## src/rtl/sprite_scheduler.sv

```systemverilog
// ---------------------------------------------------------------------------
// sprite_scheduler
//
// Per-frame sequencer that feeds sprite draw requests to the graphics engine.
// Game logic can write a MAX_SPRITES-entry sprite table at any time. Each
// change of frame_count starts a walk of the table in ascending slot order,
// which is painter's order: a higher slot draws on top. Every eligible entry
// is sent over the sprite_valid/sprite_ready handshake, with only one sprite
// in flight at a time.
//
// Optional feature: define SPRITE_CULL_EN to skip entries whose top-left
// corner lies outside the canvas. When it is undefined, every active entry
// is issued and coordinates pass through unchecked.
//
// Ports
//   clk_pixel           in   pixel clock, the only clock
//   sys_rst_n           in   asynchronous active-low reset
//   frame_count         in   video frame counter; any change is a frame boundary
//   wr_en               in   table write strobe
//   wr_slot             in   slot written
//   wr_active           in   valid bit written to the slot
//   wr_x / wr_y         in   sprite top-left corner
//   wr_frame            in   spritesheet frame number
//   sprite_ready        in   graphics engine idle / finished
//   sprite_valid        out  one-cycle draw request pulse
//   sprite_x / _y       out  request coordinates, held until the next request
//   sprite_frame_number out  request frame, held until the next request
//   busy                out  walk in progress
//   walk_done           out  one-cycle pulse when a walk completes
//   overrun             out  one-cycle pulse: frame boundary arrived while busy
//   sprites_issued      out  requests issued in the last completed walk
// ---------------------------------------------------------------------------
module sprite_scheduler #(
    parameter int MAX_SPRITES   = 16,
    parameter int CANVAS_WIDTH  = 360,
    parameter int CANVAS_HEIGHT = 720,
    parameter int NUM_FRAMES    = 18,
    localparam int SW = $clog2(MAX_SPRITES),
    localparam int XW = $clog2(CANVAS_WIDTH),
    localparam int YW = $clog2(CANVAS_HEIGHT),
    localparam int FW = $clog2(NUM_FRAMES)
) (
    input  logic          clk_pixel,
    input  logic          sys_rst_n,
    input  logic [5:0]    frame_count,
    input  logic          wr_en,
    input  logic [SW-1:0] wr_slot,
    input  logic          wr_active,
    input  logic [XW-1:0] wr_x,
    input  logic [YW-1:0] wr_y,
    input  logic [FW-1:0] wr_frame,
    input  logic          sprite_ready,
    output logic          sprite_valid,
    output logic [XW-1:0] sprite_x,
    output logic [YW-1:0] sprite_y,
    output logic [FW-1:0] sprite_frame_number,
    output logic          busy,
    output logic          walk_done,
    output logic          overrun,
    output logic [SW:0]   sprites_issued
);

    typedef enum logic [2:0] {
        S_IDLE,
        S_SCAN,
        S_ISSUE,
        S_ACK,
        S_WAIT,
        S_DONE
    } state_e;

    localparam logic [SW-1:0] LAST_SLOT = SW'(MAX_SPRITES - 1);

    // ---------------------------------------------------------------------
    // Sprite table: flops with a combinational read. A write lands at the
    // clock edge, so a scan of the same slot in that cycle sees old data.
    // ---------------------------------------------------------------------
    logic          tbl_active_q [MAX_SPRITES];
    logic          tbl_active_d [MAX_SPRITES];
    logic [XW-1:0] tbl_x_q      [MAX_SPRITES];
    logic [XW-1:0] tbl_x_d      [MAX_SPRITES];
    logic [YW-1:0] tbl_y_q      [MAX_SPRITES];
    logic [YW-1:0] tbl_y_d      [MAX_SPRITES];
    logic [FW-1:0] tbl_frame_q  [MAX_SPRITES];
    logic [FW-1:0] tbl_frame_d  [MAX_SPRITES];

    // NOTE: every always_comb variable gets a default first so that no path
    // leaves it unassigned; otherwise synthesis infers a latch.
    always_comb begin
        tbl_active_d = tbl_active_q;
        tbl_x_d      = tbl_x_q;
        tbl_y_d      = tbl_y_q;
        tbl_frame_d  = tbl_frame_q;
        if (wr_en) begin
            tbl_active_d[wr_slot] = wr_active;
            tbl_x_d[wr_slot]      = wr_x;
            tbl_y_d[wr_slot]      = wr_y;
            tbl_frame_d[wr_slot]  = wr_frame;
        end
    end

    // NOTE: state uses non-blocking assignments so every flop samples the
    // pre-edge values regardless of statement order.
    always_ff @(posedge clk_pixel or negedge sys_rst_n) begin
        if (!sys_rst_n) begin
            for (int i = 0; i < MAX_SPRITES; i++) begin
                tbl_active_q[i] <= 1'b0;
            end
        end else begin
            tbl_active_q <= tbl_active_d;
        end
    end

    // NOTE: only the valid bits are reset; the payload is never read while
    // its valid bit is clear, so it stays a plain reset-free register array.
    always_ff @(posedge clk_pixel) begin
        tbl_x_q     <= tbl_x_d;
        tbl_y_q     <= tbl_y_d;
        tbl_frame_q <= tbl_frame_d;
    end

    // ---------------------------------------------------------------------
    // Walk sequencer
    // ---------------------------------------------------------------------
    state_e        state_q, state_d;
    logic [SW-1:0] idx_q, idx_d;
    logic [SW:0]   cnt_q, cnt_d;
    logic          restart_q, restart_d;  // boundary seen while a sprite was in flight
    logic [5:0]    prev_frame_q;
    logic [XW-1:0] sprite_x_q, sprite_x_d;
    logic [YW-1:0] sprite_y_q, sprite_y_d;
    logic [FW-1:0] sprite_frame_q, sprite_frame_d;
    logic [SW:0]   issued_q, issued_d;

    logic new_frame;
    logic eligible;
    logic last_slot;

    assign new_frame = (frame_count != prev_frame_q);
    assign last_slot = (idx_q == LAST_SLOT);

`ifdef SPRITE_CULL_EN
    assign eligible = tbl_active_q[idx_q]
                   && ({1'b0, tbl_x_q[idx_q]} < (XW+1)'(CANVAS_WIDTH))
                   && ({1'b0, tbl_y_q[idx_q]} < (YW+1)'(CANVAS_HEIGHT));
`else
    assign eligible = tbl_active_q[idx_q];
`endif

    always_comb begin
        state_d        = state_q;
        idx_d          = idx_q;
        cnt_d          = cnt_q;
        restart_d      = restart_q;
        sprite_x_d     = sprite_x_q;
        sprite_y_d     = sprite_y_q;
        sprite_frame_d = sprite_frame_q;
        issued_d       = issued_q;

        unique case (state_q)
            S_IDLE: begin
                if (new_frame) begin
                    idx_d   = '0;
                    cnt_d   = '0;
                    state_d = S_SCAN;
                end
            end

            S_SCAN: begin
                if (new_frame) begin
                    // Nothing in flight: restart the walk immediately.
                    idx_d = '0;
                    cnt_d = '0;
                end else if (eligible) begin
                    sprite_x_d     = tbl_x_q[idx_q];
                    sprite_y_d     = tbl_y_q[idx_q];
                    sprite_frame_d = tbl_frame_q[idx_q];
                    state_d        = S_ISSUE;
                end else if (last_slot) begin
                    state_d = S_DONE;
                end else begin
                    idx_d = idx_q + 1'b1;
                end
            end

            S_ISSUE: begin
                cnt_d   = cnt_q + 1'b1;
                state_d = S_ACK;
                if (new_frame) restart_d = 1'b1;
            end

            // The engine drops ready only after accepting, so ready is not
            // trusted in the cycle right after the request.
            S_ACK: begin
                state_d = S_WAIT;
                if (new_frame) restart_d = 1'b1;
            end

            S_WAIT: begin
                if (new_frame) restart_d = 1'b1;
                if (sprite_ready) begin
                    if (restart_q || new_frame) begin
                        // In-flight sprite finished; abandon the rest of the
                        // old walk without a walk_done.
                        idx_d     = '0;
                        cnt_d     = '0;
                        restart_d = 1'b0;
                        state_d   = S_SCAN;
                    end else if (last_slot) begin
                        state_d = S_DONE;
                    end else begin
                        idx_d   = idx_q + 1'b1;
                        state_d = S_SCAN;
                    end
                end
            end

            S_DONE: begin
                issued_d = cnt_q;
                if (new_frame) begin
                    // The walk did complete; the new boundary starts the
                    // next one without passing through IDLE.
                    idx_d   = '0;
                    cnt_d   = '0;
                    state_d = S_SCAN;
                end else begin
                    state_d = S_IDLE;
                end
            end

            default: state_d = S_IDLE;
        endcase
    end

    always_ff @(posedge clk_pixel or negedge sys_rst_n) begin
        if (!sys_rst_n) begin
            state_q        <= S_IDLE;
            idx_q          <= '0;
            cnt_q          <= '0;
            restart_q      <= 1'b0;
            prev_frame_q   <= '0;
            sprite_x_q     <= '0;
            sprite_y_q     <= '0;
            sprite_frame_q <= '0;
            issued_q       <= '0;
        end else begin
            state_q        <= state_d;
            idx_q          <= idx_d;
            cnt_q          <= cnt_d;
            restart_q      <= restart_d;
            prev_frame_q   <= frame_count;
            sprite_x_q     <= sprite_x_d;
            sprite_y_q     <= sprite_y_d;
            sprite_frame_q <= sprite_frame_d;
            issued_q       <= issued_d;
        end
    end

    assign sprite_valid        = (state_q == S_ISSUE);
    assign walk_done           = (state_q == S_DONE);
    assign busy                = (state_q != S_IDLE);
    assign overrun             = new_frame && (state_q != S_IDLE);
    assign sprite_x            = sprite_x_q;
    assign sprite_y            = sprite_y_q;
    assign sprite_frame_number = sprite_frame_q;
    assign sprites_issued      = issued_q;

endmodule

```

## config.mk

```make
export PLATFORM = sky130hd
export DESIGN_NAME = sprite_scheduler
export DESIGN_NICKNAME = d
export VERILOG_FILES = /design/src/rtl/sprite_scheduler.sv
export SDC_FILE = /design/constraint.sdc
export NUM_CORES = 1
export LEC_CHECK = 0
export BUFFER_PORTS_ARGS = -buffer_cell sky130_fd_sc_hd__buf_4
export CORE_MARGIN = 10
export CORE_UTILIZATION = 25
export CTS_BUF_LIST = sky130_fd_sc_hd__clkbuf_4 sky130_fd_sc_hd__clkbuf_8
export DETAILED_ROUTE_END_ITERATION = 6
export PLACE_DENSITY_LB_ADDON = 0.25
export SLEW_MARGIN = 5
export SYNTH_ARGS = -nofsm -noshare
export SYNTH_HDL_FRONTEND = slang
export SYNTH_SLANG_ARGS = --single-unit
```

## constraint.sdc

```tcl
create_clock -name clk_pixel -period 6.4 [get_ports clk_pixel]
set_input_delay 1.28 -clock clk_pixel [delete_from_list [all_inputs] [get_ports clk_pixel]]
set_output_delay 1.28 -clock clk_pixel [all_outputs]
set_load 0.02 [all_outputs]
```

==> flow_summary.yaml, run 1 <==
min_path:
  holdCritPathClass: "flip-flop to flip-flop"
  holdPathEnd: "tbl_active_q[15]"
  hp-start: "tbl_active_q[15]"
  whs_path_depth: 1
status:
  status: "complete, no violations"
layout:
  fin_nets: 978
  n_fill_cell: 6860
  final_cell_mix: "edfxtp_1, mux4_2, buf_4"
  register_area_um2: 13140
  final_common_cell: "edfxtp_1"
  fin_cells: 1942
  multi_input_area_um2: 4318
  area_growth_pct: 19.77
  post_route_cells_drive_above_1_share: 0.3960
sta:
  finalCritPeriodShare: 0.5746
  finalSetupViolCount: 0
  slew_viol_final: 0
  finalHoldViolCount: 0
  maxSlewHeadroom: 0.3007
  hold_ws_ns: 0.4833
  rsz0062_at_grt: "false"
  fmax_mhz: 271.9
  skew_ns: 0.03368
  final.setup.tns_ns: 0
  worst_slew_pin_slew_ns: 1.049
  finalCriticalPeriod_ns: 3.677
logic_synthesis:
  ys_warn_count: 0
  synthFlopType: "edfxtp_1"
  ys_async_sr_fraction: 0.1429
  ys_top_cells_by_area: "edfxtp_1, mux4_2, dfrtp_1, mux2_4, mux2_1"
  yosysSeqAreaShare: 0.7475
  syn_avg_cell_area_um2: 21.96
  synthesis.nets: 841
  syn_area_um2: 17570
  synth_edf_count: 384
  synth_top_cell_by_area: "edfxtp_1"
  ys_seq_elements: 448
  netlist_instances: 800
  synth_cell_type_count: 54
  yosys.area.top_type_share: 0.6564
clock_network:
  cts_buffers: 79
  cts.sinks: 448
  clk_pin_slew_ns: 0.05
  cts_tree: "done"
  cts_htree_levels: 3
  postCtsHoldBufs: 0
  clockBufferDepth: 3
  postCtsSetupBuffers: 0
  root_buffer: "clkbuf_8"
  clk_latency_ns: 0.65
  cts_resized: 0
drt:
  routed_wl_um: 43430
  drt_first_pass_iters: 5
  antenna_left: 0
  dr.first_iter.drc_count: 526
  drc: 0
  routed_via_density: 4.319
  wl_per_cell_um: 22.36
  vias: 8387
grt:
  grt_max_degree: 66
  antenna_found_initial: 4
  grtUsageTotal: 0.1067
  globalRoute.totalOverflow: 0
  grt_pass1_vias: 9293
  grt_pass1_wl_um: 64050
setup_path:
  critical_path.max_fanout: 7
  r2r_cells: 6
  end_kind: "primary output"
  ff2ff_setup_slack_ns: 3.12
  cp.arrival_ns: 2.40
  r2r-start: "idx_q[1]"
  timing.rr.end: "sprite_frame_number[0]"
  cp-start-kind: "input pin"
  crit_required_ns: 5.12
  crit_type: "input pin to primary output"
die:
  dieArea_um2: 81280
  initial_core_util: 0.2513
  core.rowCount: 97
  die_w_um: 285.1
  pin_count: 72
  die_y_um: 285.1
  core_um2: 69910
power_and_ir_drop:
  p_per_area_nw_per_um2: 316.3
  p_leak_nw: 6.926
  ir_drop_mv: 0.1572
run:
  cap_violations: 0
placement:
  place_congestion: 0.6855
  port_buffers: 71
  place_hpwl_um: 22520
  dp.cells: 1796
## final cells by class
| cell class | count | area share |
|---|---|---|
| Tap cell | 940 | 0.05590 |
| Timing Repair Buffer | 94 | 0.03354 |
| Clock buffer | 119 | 0.07011 |
| Clock inverter | 25 | 0.009395 |
| Sequential cell | 448 | 0.6245 |
| Antenna cell | 2 | 0.0002379 |
| Inverter | 6 | 0.001070 |
| Multi-Input combinational cell | 308 | 0.2052 |
## where the power goes
group          internal, mW  switching [mW]
registers              3.29          0.0819
clock network          1.59            1.17
logic                 0.229           0.289
total                  5.11            1.54
## critical path, stage by stage
cell and delay [ns]:
buf_4 0.12, xnor2_1 0.16, nand4_1 0.36, o21a_1 0.32, buf_4 0.16
## routing by layer
layer | share of wire | routed length, µm | vias up | track usage
met5 | 0.00046 | 20 | - | 0
met4 | 0.018 | 765 | 4 | 0.03553
met3 | 0.058 | 2510 | 59 | 0.02895
met2 | 0.48 | 20890 | 207 | 0.1693
met1 | 0.44 | 19240 | 4474 | 0.1398
li1 | - | - | 3643 | -
## cell usage after synthesis (7+ instances only)
library cell    n
mux4_2        120
dfrtp_1        64
mux2_4         20
buf_4           7
nor2_1         23
mux2_1         23
nand2_1        14
edfxtp_1      384
buf_2           7
nand3_1        13
clkbuf_1       18
## worst max path at each step
stage / from / end / slack (ns) / cells after the start
after floorplan: wr_slot[3] / tbl_active_q[14] / 2.50 / 4
after global placement: frame_count[0] / sprite_frame_number[0] / 2.60 / 6
after detailed placement: frame_count[4] / sprite_frame_number[4] / 2.56 / 6
after CTS: frame_count[4] / overrun / 2.71 / 5
after global routing: frame_count[4] / overrun / 2.68 / 5
final: frame_count[4] / overrun / 2.72 / 5
## kinds of logic (layout without fill, tap and decap cells)
family          Yosys count  count (layout)  share of synthesized area
compound gates           41              41                    0.01724
xor+xnor                  6               6                   0.002991
fa+ha+maj                 2               2                   0.001424
buf+inv                  44             244                    0.01310
flops                   448             448                     0.7475
mux                     173             173                     0.1918
other cells               0               2                          0
simple gates             86              86                    0.02592
## sequential cells by signal (all words and copies together), names as in the netlist
signal,count
tbl_y_q,160
tbl_x_q,144
tbl_frame_q,80
tbl_active_q,16
sprite_y,10
sprite_x,9
prev_frame_q,6
cnt_q,5
sprite_frame_number,5
sprites_issued,5
idx_q,4
state_q,3
restart_q,1
## metrics by stage
stage                     total power [mW]  area [µm²]  setup slack (ns)    util
after floorplan                      3.724       17570             2.502       -
after global placement               3.954       19360             2.598  0.2770
after detailed placement             3.962       19360             2.558  0.2770
after CTS                            6.767       21040             2.713  0.3009
after global routing                 6.945       21040             2.681  0.3010
final                                6.655       21040             2.723  0.3010
Power figures use the tool's default switching activity.
==> run 2, diff against run 1 <==
clock period = 3.35 ns   (was 6.4 ns; I/O delays follow)
==> run 2 against run 1 <==
Hold slack got worse by 0.33 ns. Sequential power is 91% higher. Routed wire length hardly changed. Register-to-register slack worse by 2.3 ns. Largest power group unchanged.
==> flow_summary.yaml, run 2 (synthesized netlist as in run 1, its figures left out) <==
status:
  status: "complete, no violations"
sta:
  worst_slew_pin_slew_ns: 0.8460
  finalCriticalPeriod_ns: 2.712
  final.setup.tns_ns: 0
  hold_ws_ns: 0.1503
  finalSetupViolCount: 0
  maxSlewHeadroom: 0.4360
  fmax_mhz: 368.7
  skew_ns: 0.02760
  rsz0062_at_grt: "false"
  finalHoldViolCount: 0
  finalCritPeriodShare: 0.8096
  slew_viol_final: 0
setup_path:
  startpoint: "prev_frame_q[3]"
  slowest_delay_ns: 0.40
  crit_slowest_cell: "nand4_1"
  crit_type: "flip-flop to primary output"
  cp-start-kind: "flip-flop"
  end_kind: "primary output"
  r2r-start: "idx_q[1]"
  critical_path.max_fanout: 7
  crit_required_ns: 2.68
  cp.arrival_ns: 2.04
  path_cells: "xnor2_1 -> nand4_1 -> o21a_1 -> buf_4"
clock_network:
  cts.sinks: 448
  clockBufferDepth: 3
  clk_pin_slew_ns: 0.05
  cts_buffers: 80
  postCtsHoldBufs: 0
  cts_resized: 0
  cts_htree_levels: 3
  cts_tree: "done"
  clk_latency_ns: 0.64
  root_buffer: "clkbuf_8"
  postCtsSetupBuffers: 0
layout:
  final_cell_mix: "edfxtp_1, mux4_2, buf_4"
  fin_nets: 996
  fin_cells: 1956
  area_growth_pct: 20.38
  post_route_cells_drive_above_1_share: 0.3951
  largest_register: "tbl_y_q"
  final_common_cell: "edfxtp_1"
  largest_register_ffs: 160
  largest_registers: "tbl_y_q x160, tbl_x_q x144, tbl_frame_q x80"
die:
  core.rowCount: 97
  die_w_um: 285.1
  pin_count: 72
  core_um2: 69910
  die_y_um: 285.1
  initial_core_util: 0.2513
  dieArea_um2: 81280
placement:
  place_congestion: 0.7036
  port_buffers: 71
  dp.cells: 1813
  place_hpwl_um: 25340
drt:
  antenna_left: 0
  routed_via_density: 4.356
  dr.first_iter.drc_count: 610
  vias: 8521
  drt_first_pass_iters: 4
  wl_per_cell_um: 22.22
  routed_wl_um: 43460
  drc: 0
power_and_ir_drop:
  ir_drop_mv: 0.3481
  power_mw: 12.36
  p_per_area_nw_per_um2: 584.4
  p_leak_nw: 6.975
grt:
  grt_max_degree: 57
  grtUsageTotal: 0.1071
  grt_pass1_wl_um: 64720
  antenna_found_initial: 4
  globalRoute.totalOverflow: 0
  grt_pass1_vias: 9344
run:
  cap_violations: 0
min_path:
  holdCritPathClass: "input pin to async pin"
## run 2: per-stage QoR
step,util,instance area [µm²],setup slack (ns)
after global routing,0.3025,21150,0.4347
after global placement,0.2806,19620,0.8024
after floorplan,-,17570,0.06173
after CTS,0.3025,21150,0.5514
final,0.3025,21150,0.6379
after detailed placement,0.2806,19620,0.8221
## run 2: worst max-delay path, delay by kind of cell, from the launching register on
| kind | cells | cell delay, ns |
|---|---|---|
| AOI/OAI and AO/OA | 1 | 0.33 |
| xor gates and xnor gates | 1 | 0.18 |
| buffers and inverters | 1 | 0.16 |
| DFF | 1 | 0.37 |
| and+or+nand+nor | 1 | 0.40 |
## run 2: cell type report
cell class,instances,area [µm²]
clock inverters,32,185.2
repair buffers,111,958.4
multi-input cells,308,4318
clock buffers,110,1345
well taps,940,1176
diodes,1,2.502
inverters,6,22.52
fillers,6870,48760
flip-flops and latches,448,13140
## run 2: power breakdown
group / switching (mW) / leakage [nW] / internal, mW
Sequential: 0.151 / 4.30 / 6.28
Combinational: 0.564 / 1.86 / 0.452
Clock: 2.23 / 0.813 / 2.68
## run 2: worst paths after layout
kind	end	slack [ns]	depth (start not counted)
setup / recovery	overrun	0.64	4
hold / removal	cnt_q[2]	0.15	1
setup reg to reg	sprite_frame_number[2]	0.86	4
hold reg to reg	tbl_active_q[10]	0.48	1
max in group asynchronous	sprite_x[2]	2.44	2
min in group clk_pixel	prev_frame_q[0]	0.17	1
## run 2: routing by layer
| metal | up-vias | part of all wire | GRT usage |
|---|---|---|---|
| met5 | - | 0.00078 | 0 |
| met2 | 173 | 0.48 | 0.1688 |
| met3 | 77 | 0.046 | 0.02800 |
| li1 | 3688 | - | - |
| met4 | 6 | 0.021 | 0.03171 |
| met1 | 4577 | 0.46 | 0.1434 |
==> run 3, diff against run 2 <==
clock period = 2.4 ns   (was 3.35 ns; I/O delays follow)
==> run 3 against run 2 <==
Combinational power is 61% higher. Sequential share of layout area fell by 2.1 points. Final cell count up 2.2%. Die area unchanged. Via count up 1.8%. Routed wire length up 0.71%. Clock skew shrank 0.0033 ns. Critical path type unchanged. Design area up 3.4%. First-iteration DRC count is 5.1% higher. Setup slack worse by 0.55 ns. Non-clock buffer count rose by 41. Total power grew 46%. Critical endpoint unchanged.
==> flow_summary.yaml, run 3 (synthesized netlist as in run 1, its figures left out) <==
status:
  status: "complete, no violations"
die:
  dieArea_um2: 81280
  core_um2: 69910
  core.rowCount: 97
  die_y_um: 285.1
  die_w_um: 285.1
  initial_core_util: 0.2513
  pin_count: 72
setup_path:
  cp.arrival_ns: 1.83
  ff2ff_setup_slack_ns: 0.09
  r2r_cells: 5
  path_cells: "buf_6 -> or3_4 -> o21a_1 -> buf_4"
  timing.rr.end: "sprite_y[2]"
  cp-start-kind: "flip-flop"
  crit_type: "flip-flop to primary output"
  cp.depth: 4
  crit_required_ns: 1.92
  crit_slowest_cell: "dfrtp_1"
  end_kind: "primary output"
  startpoint: "state_q[0]"
  r2r-start: "idx_q[0]"
  cp_top_family: "flip-flops"
  path_buf_inv: 2
  slowest_delay_ns: 0.40
  critical_path.max_fanout: 9
  endpoint: "overrun"
layout:
  area_growth_pct: 24.53
  largest_register_ffs: 160
  largest_registers: "tbl_y_q x160, tbl_x_q x144, tbl_frame_q x80"
  final_common_cell: "edfxtp_1"
  post_route_cells_drive_above_1_share: 0.4325
  largest_register: "tbl_y_q"
  fin_nets: 1038
  n_fill_cell: 6777
  final_cell_mix: "edfxtp_1, mux4_2, buf_4"
  final_util: 0.3129
  fin_cells: 2000
grt:
  grt_max_degree: 49
  grt_pass1_wl_um: 64650
  grtUsageTotal: 0.1076
  grt_pass1_vias: 9458
  antenna_found_initial: 3
  globalRoute.totalOverflow: 0
power_and_ir_drop:
  p_seq_frac: 0.496
  netSwitchingPower_mw: 4.125
  clkPwrFrac: 0.413
  p_per_area_nw_per_um2: 823.5
  swShare: 0.2290
  p_leak_nw: 7.344
  pwr-share-comb: 0.091
  p_int_mw: 13.89
  ir_drop_mv: 0.2652
placement:
  place_hpwl_um: 25600
  port_buffers: 71
  pre_cts_slack_ns: 0.05997
  place_congestion: 0.7011
  dp.cells: 1841
sta:
  worst_slew_pin_slew_ns: 0.5230
  slew_viol_final: 0
  final.setup.tns_ns: 0
  finalCriticalPeriod_ns: 2.309
  finalHoldViolCount: 0
  fmax_mhz: 433.1
  finalSetupViolCount: 0
  hold_ws_ns: 0.1482
  fin_ws_ns: 0.09088
  maxSlewHeadroom: 0.6505
  rsz0062_at_grt: "true"
  skew_ns: 0.02426
  finalCritPeriodShare: 0.9621
clock_network:
  clk_pin_slew_ns: 0.06
  root_buffer: "clkbuf_8"
  cts.sinks: 448
  cts_buffers: 81
  cts_htree_levels: 3
  clockBufferDepth: 3
  cts_tree: "done"
  clk_latency_ns: 0.64
drt:
  drc: 0
  vias: 8675
  routed_wl_um: 43770
  routed_via_density: 4.338
  dr.first_iter.drc_count: 641
  wl_per_cell_um: 21.88
  antenna_left: 0
  drt_first_pass_iters: 5
run:
  cap_violations: 0
min_path:
  holdCritPathClass: "input pin to flip-flop"
-- run 3: changes by cell type in the layout (fill, tap and decap cells not counted), moves of 2 or more --
cell           change
clkinvlp_4         +2
clkinv_1          -16
buf_4             +16
xnor2_2            +2
xnor2_1            -2
clkinv_2           +5
bufinv_16          +2
buf_6              +3
dlygate4sd3_1      +7
clkbuf_8          +12
buf_12            +14
inv_8              -2
-- run 3: final cells by class --
cell class,count,area [µm²],area share
timing repair buffer,152,1490,0.06812
tap,940,1176,0.05376
sequential,448,13140,0.6007
antenna,1,2.502,0.0001144
clock buffer,123,1518,0.06937
clock inverter,22,186.4,0.008522
multi-input combinational,308,4340,0.1984
inverter,6,22.52,0.001029
-- run 3: power by group through the flow --
stage,Sequential [mW],Combinational (mW),Clock (mW)
floorplan,9.12,0.805,0
global placement,9.09,1.58,0
detailed placement,9.09,1.60,0
CTS,8.94,1.64,7.72
global route,8.96,1.79,8.13
finish,8.93,1.64,7.45
-- run 3: metrics by stage --
stage	instance area [µm²]	total power, mW
floorplan	17570	9.930
global placement	20010	10.67
detailed placement	20010	10.70
CTS	21810	18.30
global route	21880	18.88
finish	21880	18.02
-- run 3: worst register-to-register path, stage by stage, from the launching register on --
cell and delay [ns]:
dfrtp_4 0.50, buf_4 0.15, buf_12 0.20, mux4_2 0.58
mux4_2 0.49, mux2_4 0.27
-- run 3: metal layers --
metal,vias to the layer above,GRT usage,part of all wire
met4,4,0.03606,0.019
met3,63,0.02601,0.050
met2,203,0.1605,0.46
met5,-,0,0.00062
li1,3759,-,-
met1,4646,0.1515,0.48
-- run 3: how the worst min path moves through the flow --
stage	startpoint	endpoint	slack (ns)	depth (start not counted)
after floorplan	sys_rst_n	cnt_q[0]	0.18	0
after global placement	sys_rst_n	sprites_issued[2]	0.38	1
after detailed placement	sys_rst_n	sprites_issued[3]	0.38	1
after CTS	wr_x[4]	tbl_x_q[13]	0.09	1
after global routing	wr_frame[0]	tbl_frame_q[70]	0.12	1
final	wr_x[3]	tbl_x_q[21]	0.15	1
-- run 3: what timing repair did --
action,CTS,global route
endpoints found under the setup margin,2,6
gates resized for setup,4,4
hold buffers,7,0
hold endpoints to repair,25,0
setup buffers,1,5
pin swaps,0,4
gates cloned,0,0
